File: config.mk
export PLATFORM = sky130hd
export DESIGN_NAME = ps2_host_tx
export DESIGN_NICKNAME = d
export VERILOG_FILES = /design/src/rtl/ps2_host_tx.sv
export SDC_FILE = /design/constraint.sdc
export NUM_CORES = 1
export LEC_CHECK = 0
export ABC_AREA = 1
export CAP_MARGIN = 25
export CORE_UTILIZATION = 60
export CTS_BUF_LIST = sky130_fd_sc_hd__clkbuf_16
export DETAILED_ROUTE_END_ITERATION = 8
export PLACE_DENSITY = 0.86
export SYNTH_ARGS = -nofsm -noshare
export SYNTH_HDL_FRONTEND = slang
export SYNTH_SLANG_ARGS = --single-unit
export TNS_END_PERCENT = 1
File: constraint.sdc
create_clock -name clk -period 2.9 [get_ports clk]
set_clock_uncertainty 0.1 [all_clocks]
set_input_delay 0.435 -clock clk [delete_from_list [all_inputs] [get_ports clk]]
set_output_delay 0.435 -clock clk [all_outputs]
set_load 0.01 [all_outputs]
File: src/rtl/ps2_host_tx.sv
// PS/2 host-to-device transmitter: inhibit, start bit, 8 data bits, odd parity, stop, device ACK.
// Define PS2_TX_RETRY_EN to resend a failed frame up to twice before reporting an error.
module ps2_host_tx #(
   parameter int FILT_LEN    = 8,
   parameter int INHIBIT_CYC = 5000,
   parameter int TIMEOUT_CYC = 750000
) (
   input  logic       clk,
   input  logic       reset,
   input  logic       ps2_clk_i,
   input  logic       ps2_dat_i,
   output logic       ps2_clk_oe,
   output logic       ps2_dat_oe,
   input  logic [7:0] tx_data,
   input  logic       tx_start,
   output logic       busy,
   output logic       done,
   output logic       error,
   output logic       rx_inhibit
);

   localparam int FW = $clog2(FILT_LEN + 1);
   localparam int IW = $clog2(INHIBIT_CYC + 1);
   localparam int TW = $clog2(TIMEOUT_CYC + 1);

   localparam logic [FW-1:0] FILT_TOP = FW'(FILT_LEN - 1);
   localparam logic [IW-1:0] INH_LAST = IW'(INHIBIT_CYC - 1);
   localparam logic [IW-1:0] INH_TOP  = IW'(INHIBIT_CYC);
   localparam logic [TW-1:0] TO_LAST  = TW'(TIMEOUT_CYC - 1);

   typedef enum logic [2:0] {
      S_IDLE,
      S_INHIBIT,
      S_SHIFT,
      S_ACK,
      S_WAITHI
   } state_t;

   // Bit 0 carries the clock line, bit 1 the data line; idle bus level is high.
   logic [1:0] sync1_q, sync2_q;
   logic       clk_sync, dat_sync;

   logic          clk_filt_q, clk_filt_d;
   logic [FW-1:0] filt_cnt_q, filt_cnt_d;
   logic          clk_fall;

   state_t        state_q, state_d;
   logic [7:0]    data_q, data_d;
   logic [9:0]    sh_q, sh_d;
   logic [3:0]    bit_cnt_q, bit_cnt_d;
   logic [IW-1:0] inh_cnt_q, inh_cnt_d;
   logic [TW-1:0] to_cnt_q, to_cnt_d;
   logic          clk_oe_q, clk_oe_d;
   logic          dat_oe_q, dat_oe_d;
   logic          busy_q, busy_d;
   logic          done_q, done_d;
   logic          error_q, error_d;
   logic          timeout;
   logic          fail;
`ifdef PS2_TX_RETRY_EN
   logic [1:0]    retry_q, retry_d;
`endif

   always_ff @(posedge clk or posedge reset) begin
      if (reset) begin
         sync1_q <= 2'b11;
         sync2_q <= 2'b11;
      end else begin
         sync1_q <= {ps2_dat_i, ps2_clk_i};
         sync2_q <= sync1_q;
      end
   end

   assign clk_sync = sync2_q[0];
   assign dat_sync = sync2_q[1];

   // The filtered clock only follows the line after FILT_LEN consecutive cycles at the new level.
   always_comb begin
      clk_filt_d = clk_filt_q;
      filt_cnt_d = '0;
      if (clk_sync != clk_filt_q) begin
         if (filt_cnt_q == FILT_TOP) begin
            clk_filt_d = clk_sync;
         end else begin
            filt_cnt_d = filt_cnt_q + FW'(1);
         end
      end
   end

   assign clk_fall = clk_filt_q & ~clk_filt_d;

   always_ff @(posedge clk or posedge reset) begin
      if (reset) begin
         clk_filt_q <= 1'b1;
         filt_cnt_q <= '0;
      end else begin
         clk_filt_q <= clk_filt_d;
         filt_cnt_q <= filt_cnt_d;
      end
   end

   always_comb begin
      state_d   = state_q;
      data_d    = data_q;
      sh_d      = sh_q;
      bit_cnt_d = bit_cnt_q;
      inh_cnt_d = inh_cnt_q;
      to_cnt_d  = to_cnt_q;
      clk_oe_d  = clk_oe_q;
      dat_oe_d  = dat_oe_q;
      busy_d    = busy_q;
      done_d    = 1'b0;
      error_d   = 1'b0;
      timeout   = 1'b0;
      fail      = 1'b0;
`ifdef PS2_TX_RETRY_EN
      retry_d   = retry_q;
`endif

      // Device-paced window: from clock release until the ACK handshake completes.
      if (state_q == S_SHIFT || state_q == S_ACK || state_q == S_WAITHI) begin
         if (to_cnt_q == TO_LAST) begin
            timeout = 1'b1;
         end else begin
            to_cnt_d = to_cnt_q + TW'(1);
         end
      end

      case (state_q)
         S_IDLE: begin
            if (tx_start && !busy_q) begin
               data_d    = tx_data;
               busy_d    = 1'b1;
               clk_oe_d  = 1'b1;
               dat_oe_d  = 1'b0;
               inh_cnt_d = '0;
               state_d   = S_INHIBIT;
`ifdef PS2_TX_RETRY_EN
               retry_d   = 2'd0;
`endif
            end
         end

         S_INHIBIT: begin
            if (inh_cnt_q == INH_TOP) begin
               // Start bit is already on the data line; releasing the clock hands control to the device.
               clk_oe_d  = 1'b0;
               to_cnt_d  = '0;
               bit_cnt_d = '0;
               sh_d      = {1'b1, ~^data_q, data_q};
               state_d   = S_SHIFT;
            end else begin
               inh_cnt_d = inh_cnt_q + IW'(1);
               if (inh_cnt_q == INH_LAST) begin
                  dat_oe_d = 1'b1;
               end
            end
         end

         S_SHIFT: begin
            if (timeout) begin
               fail = 1'b1;
            end else if (clk_fall) begin
               dat_oe_d = ~sh_q[0];
               sh_d     = {1'b1, sh_q[9:1]};
               if (bit_cnt_q == 4'd9) begin
                  state_d = S_ACK;
               end else begin
                  bit_cnt_d = bit_cnt_q + 4'd1;
               end
            end
         end

         S_ACK: begin
            if (timeout) begin
               fail = 1'b1;
            end else if (clk_fall) begin
               if (dat_sync) begin
                  fail = 1'b1;
               end else begin
                  state_d = S_WAITHI;
               end
            end
         end

         S_WAITHI: begin
            if (timeout) begin
               fail = 1'b1;
            end else if (clk_filt_q && dat_sync) begin
               done_d  = 1'b1;
               busy_d  = 1'b0;
               state_d = S_IDLE;
            end
         end

         default: begin
            state_d  = S_IDLE;
            busy_d   = 1'b0;
            clk_oe_d = 1'b0;
            dat_oe_d = 1'b0;
         end
      endcase

      if (fail) begin
         clk_oe_d = 1'b0;
         dat_oe_d = 1'b0;
`ifdef PS2_TX_RETRY_EN
         if (retry_q != 2'd2) begin
            retry_d   = retry_q + 2'd1;
            clk_oe_d  = 1'b1;
            inh_cnt_d = '0;
            state_d   = S_INHIBIT;
         end else begin
            error_d = 1'b1;
            busy_d  = 1'b0;
            state_d = S_IDLE;
         end
`else
         error_d = 1'b1;
         busy_d  = 1'b0;
         state_d = S_IDLE;
`endif
      end
   end

   always_ff @(posedge clk or posedge reset) begin
      if (reset) begin
         state_q   <= S_IDLE;
         data_q    <= '0;
         sh_q      <= '0;
         bit_cnt_q <= '0;
         inh_cnt_q <= '0;
         to_cnt_q  <= '0;
         clk_oe_q  <= 1'b0;
         dat_oe_q  <= 1'b0;
         busy_q    <= 1'b0;
         done_q    <= 1'b0;
         error_q   <= 1'b0;
`ifdef PS2_TX_RETRY_EN
         retry_q   <= '0;
`endif
      end else begin
         state_q   <= state_d;
         data_q    <= data_d;
         sh_q      <= sh_d;
         bit_cnt_q <= bit_cnt_d;
         inh_cnt_q <= inh_cnt_d;
         to_cnt_q  <= to_cnt_d;
         clk_oe_q  <= clk_oe_d;
         dat_oe_q  <= dat_oe_d;
         busy_q    <= busy_d;
         done_q    <= done_d;
         error_q   <= error_d;
`ifdef PS2_TX_RETRY_EN
         retry_q   <= retry_d;
`endif
      end
   end

   assign ps2_clk_oe = clk_oe_q;
   assign ps2_dat_oe = dat_oe_q;
   assign busy       = busy_q;
   assign done       = done_q;
   assign error      = error_q;
   assign rx_inhibit = busy_q;

endmodule
======== Word-level counts from Yosys, hierarchy flattened ========
Cells that the tools add are included.
storage, ports and cells
  register bits ........................... 72
  word-level logic and storage cells ...... 132
  memories kept ........................... 0
  memory bits (writable) .................. 0
  ROM bits ................................ 0
  bits in latches ......................... 0
  bits of input ports ..................... 13
  output and inout port bits .............. 6
cells by class
  multiplexer cells ....................... 58
  div/mod/pow operators ................... 0
  equality and inequality tests ........... 31
  multipliers ............................. 0
  add/sub/neg operators ................... 4
  shift operators ......................... 0
  $lt $le $gt $ge ......................... 0
  bitwise gates (word level) .............. 3
  reduce and logical (&&, ||, !) cells .... 21
operators by type and width
  cell                                                                     number
  20-bit 2-to-1 mux                                                        4
  3-bit 2-to-1 mux                                                         11
  10-bit 2-to-1 mux                                                        3
  3-bit inequality test, second input constant                             10
  13-bit == test, second input constant                                    2
  13-bit 2-to-1 mux                                                        2
  13-bit case mux with 2 select lines                                      1
  1-bit 2-to-1 mux                                                         24
  4-bit 2-to-1 mux                                                         6
  20-bit by 1-bit adder with 20-bit output, second input constant          1
  20-bit == test, second input constant                                    1
  10-bit case mux with 2 select lines                                      1
  3-bit case mux with 5 select lines                                       1
  13-bit by 1-bit adder with 13-bit output, second input constant          1
  2-bit inequality test, second input constant                             6
  10-bit AND reduction                                                     1
  4-bit by 1-bit adder with 4-bit output, second input constant            2
  4-bit case mux with 2 select lines                                       1
  4-bit AND reduction                                                      2
  8-bit XNOR reduction                                                     1
  3-bit by 2-bit == test with 1-bit output, second input constant          2
  2-bit by 1-bit inequality test with 1-bit output, second input constant  3
  3-bit by 2-bit inequality test with 1-bit output, second input constant  2
  1-bit case mux with 3 select lines                                       2
  20 further kinds                                                         27

======== Logic depth before layout (Yosys ltp) ========
  depth after elaboration ................. 10
  depth in mapped cells ................... 13
  mapped depth without buffers ............ 13

======== Worst setup path after synthesis ========
No wires, ideal clock.
  path kind ............................... register to register
  from .................................... register clk_filt_q
  to ...................................... register bit_cnt_q[2]
  clock period less this slack ............ 1.708 ns
  setup slack ............................. 1.192 ns
  stages on the path, launching flop included .. 11
  path buffers ............................ 0
  arrival ................................. 1.491 ns
  library setup time ...................... 0.117 ns
  data required time ...................... 2.683 ns
  path through ............................ dfstp_2 inv_1 or2_4 nor2_4 inv_1 o21ai_1 nand2_1 nor2_2 inv_1 nand2_1 nand2_1
on the way
  longest elaborated chain between the ends .. 6
  elaborated cells on any way between the ends .. 7
  classes of those cells .................. 2 x eq/ne; 2 x mux; 2 x bitwise; 1 x reduce/logical
RTL lines
  item                                                       RTL line  text
  start: declaration                                         43        logic clk_filt_q, clk_filt_d;
  start signal: assignment                                   97        clk_filt_q <= clk_filt_d;
  1-bit 2-to-1 mux or 1-bit inequality test (tied branches)  82, 81
  1-bit 2-to-1 mux                                           81        if (clk_sync != clk_filt_q) begin
  1-bit NOT                                                  90        assign clk_fall = clk_filt_q & ~clk_filt_d;
  1-bit AND (*)                                              90
  2-bit inequality test (no source line) (*)                 n/a
  5-bit AND reduction (no source line) (*)                   n/a
  end signal: assignment                                     246       bit_cnt_q <= bit_cnt_d;
  end: declaration                                           50        logic [3:0] bit_cnt_q, bit_cnt_d;
Every way passes the cells marked *; elsewhere a longest branch is shown, timed or not.
A chain may end at the register's enable or synchronous reset.

======== Worst setup path after layout ========
  from .................................... register state_q[1]
  to ...................................... register inh_cnt_q[10]
on the way
  longest elaborated chain between the ends .. 3
  elaborated cells on any way between the ends .. 7
  classes of those cells .................. 3 x eq/ne; 1 x mux; 3 x reduce/logical
RTL lines
  item                                                                          RTL line  text
  start: declaration                                                            47        state_t state_q, state_d;
  start signal: assignment                                                      243       state_q <= state_d;
  3-bit by 1-bit == test with 1-bit output or 3-bit zero test (tied branches)   129       case (state_q)
  2-bit inequality test (no source line) or 2-bit nonzero test (tied branches)  n/a
  3-bit AND reduction (no source line)                                          n/a
  end signal: assignment                                                        247       inh_cnt_q <= inh_cnt_d;
  end: declaration                                                              51        logic [IW-1:0] inh_cnt_q, inh_cnt_d;
Several ways; a longest one is shown, not always the timed one.

==> results.yml <==
pwr:
  p_per_area_nw_per_um2: 931
  p_leak_uw: 0.00206
  peakVddDrop_uv: 603
route:
  post-route-drc-count: 0
  via_per_inst: 5.64
  drtIter0Drc: 284
  num_vias: 3292
  firstDrtPassIters: 5
  routed_wl_mm: 8.13
  wire_per_inst_um: 13.9
  ant_nets: 0
clock_network:
  max-clock-path-buffers: 2
  clock-sinks: 72
  clock_latency_ps: 330
  tritoncts: "done"
  cts_inserted_buffers: 9
  htreeDepth: 3
  cts-root-buf: "clkbuf_16"
  cts_resized: 0
  clk_pin_slew_ps: 60
  cts_setup_buffers: 0
  cts_hold_buf: 0
timing:
  rsz0062_at_grt: "no"
  setup_violations: 0
  setup-tns-final_ps: 0
  period_share_pct: 75.5
  fmax_ghz: 0.457
  tightest_slew_ps: 592
  slew_headroom_pct: 60.5
  hold_viol: 0
  slew_viol_final: 0
  fin_crit_ps: 2190
synthesis:
  async_reset_ff_share_pct: 100
  syn_nets: 498
  syn_area_um2: 3880
  ys_top_cells_by_count: "107 x nand2_1, 67 x dfrtp_1, 64 x nor2_1, 53 x inv_1, 32 x nand3_1"
  syn-instance-count: 479
  synthTopCellsByArea: "dfrtp_1 43%, nand2_1 10%, nor2_1 6.2%"
  ys_types: 44
  yosysTopAreaCellShare_pct: 43.2
  synth.most_common_cell: "nand2_1"
  ys_seq_elements: 72
  yosysSeqAreaShare_pct: 46.6
  syn_avg_cell_area_um2: 8.11
  synth_ff_type: "dfrtp_1"
  synth_edf_count: 0
  yosysTopAreaCell: "dfrtp_1"
  yosysWarnings: 0
finish:
  layout-drive-gt1-share_pct: 12.0
  insertedDiodeCount: 0
  finalInstanceArea_um2: 4430
  area_delta_synth_final_pct: 14.0
  nets: 523
critical_path:
  cp-end-kind: "flop"
  worstPathMaxFanout: 17
  worstSetupPathType: "reg -> reg"
  arrival_ps: 2310
  required_ps: 3020
  startpoint_type: "flop"
global_routing:
  grt_pass1_vias: 3066
  track_usage_pct: 27.1
  globalRouteMet1Util_pct: 35.4
  grt_pass1_wl_mm: 13.7
  grt_max_degree: 48
  grt_busiest_layer: "met2"
  grt_overflow: 0
  grt_use_met3_pct: 4.40
  gr-usage-met2_pct: 43.4
  grt_antenna_before_repair: 0
placement:
  io_buffers: 18
  dp.final_hpwl_mm: 5.66
  dpl_cell_area_um2: 4140
  place_congestion: 0.931
flow_run:
  cap_violations: 0
hold_path:
  min_path_type: "reg -> reg"
floorplanning:
  die_w_um: 82.4
  fp.dieArea_um2: 6800
  num_io_pins: 19
  core_um2: 6100
  die_h_um: 82.4
  start_util_pct: 63.7
  num_rows: 28
run_status:
  status: "complete, no violations"
-- registers in the layout, indices dropped and copies added, names as in the netlist, 2 cells and up --
name	flops
inh_cnt_q	13
to_cnt_q	20
bit_cnt_q	4
state_q	3
filt_cnt_q	4
sh_q	10
data_q	8
sync2_q	2
sync1_q	2
-- cells by family (layout without fill, tap and decap cells) --
family,Yosys count,after routing,synth area share (%)
simple gates,246,246,28.0
compound gates,64,64,10.2
mux,8,8,2.32
buf+inv,64,94,6.67
fa+ha+maj,6,6,1.93
flops,72,72,46.6
xor+xnor,19,19,4.29
-- placed cells by master (no fill, tap or decap), drive strengths merged, types with 2 or more instances in the layout --
master	count
a21oi	13
a221oi	2
buf	4
clkbuf	9
clkdlybuf4s50	18
clkinv	5
dfrtp	67
dfstp	5
ha	6
inv	57
mux2	8
nand2	115
nand3	33
nand3b	3
nand4	6
nor2	68
nor3	13
nor4	3
o21ai	39
o21bai	2
o22ai	2
o31ai	2
or2	2
xnor2	6
xor2	13
-- stage by stage --
| step | worst slack, ps | hold WS (ps) | utilization, % | cells | total power (uW) |
|---|---|---|---|---|---|
| floorplan | 548 | 245 | - | 479 | 2650 |
| finish | 711 | 258 | 72.6 | 584 | 4120 |
| global route | 541 | 263 | 72.6 | 584 | 4400 |
| CTS | 753 | 260 | 72.6 | 584 | 4110 |
| detailed placement | 737 | 249 | 67.9 | 568 | 3020 |
| global placement | 802 | 247 | 67.9 | 568 | 2960 |
-- layer usage --
metal  share of wire, %  wire [um]  vias to the layer above
met2                 48       3860                      109
met4                2.3        186                        0
li1                   -          -                     1600
met1                 45       3680                     1564
met5                  0          0                        -
met3                4.9        396                       19
-- final cells by class --
| cell class | instances | area [um^2] |
|---|---|---|
| clock buffer | 9 | 225 |
| multi-input combinational | 343 | 1820 |
| inverter | 56 | 210 |
| clock inverter | 7 | 63.8 |
| fill | 447 | 1670 |
| tap | 75 | 93.8 |
| sequential | 72 | 1810 |
| timing repair buffer | 22 | 210 |
-- worst paths after layout --
kind,startpoint,to,slack [ps],depth (start not counted)
hold / removal,sync1_q[0],sync2_q[0],260,0
max in group asynchronous,reset,to_cnt_q[13],1810,3
hold reg to reg,sync1_q[0],sync2_q[0],260,0
setup / recovery,state_q[1],inh_cnt_q[10],710,8
min in group asynchronous,reset,sh_q[6],380,3
setup reg to reg,state_q[1],inh_cnt_q[10],710,8
-- critical path: stages, from the launching register on --
cell and delay, ps:
dfrtp_1 460, nor2_1 120, inv_1 100, nor2_1 240
nand2_2 270, nand2_2 320, nand3_1 160, o21ai_0 230
nor2_1 60
-- power breakdown --
part	leakage (uW)	internal [uW]	switching (uW)
clock	0.000146	657	411
combinational	0.000978	594	974
sequential	0.000932	1250	235
No activity file was read; power rests on OpenSTA's default activity.
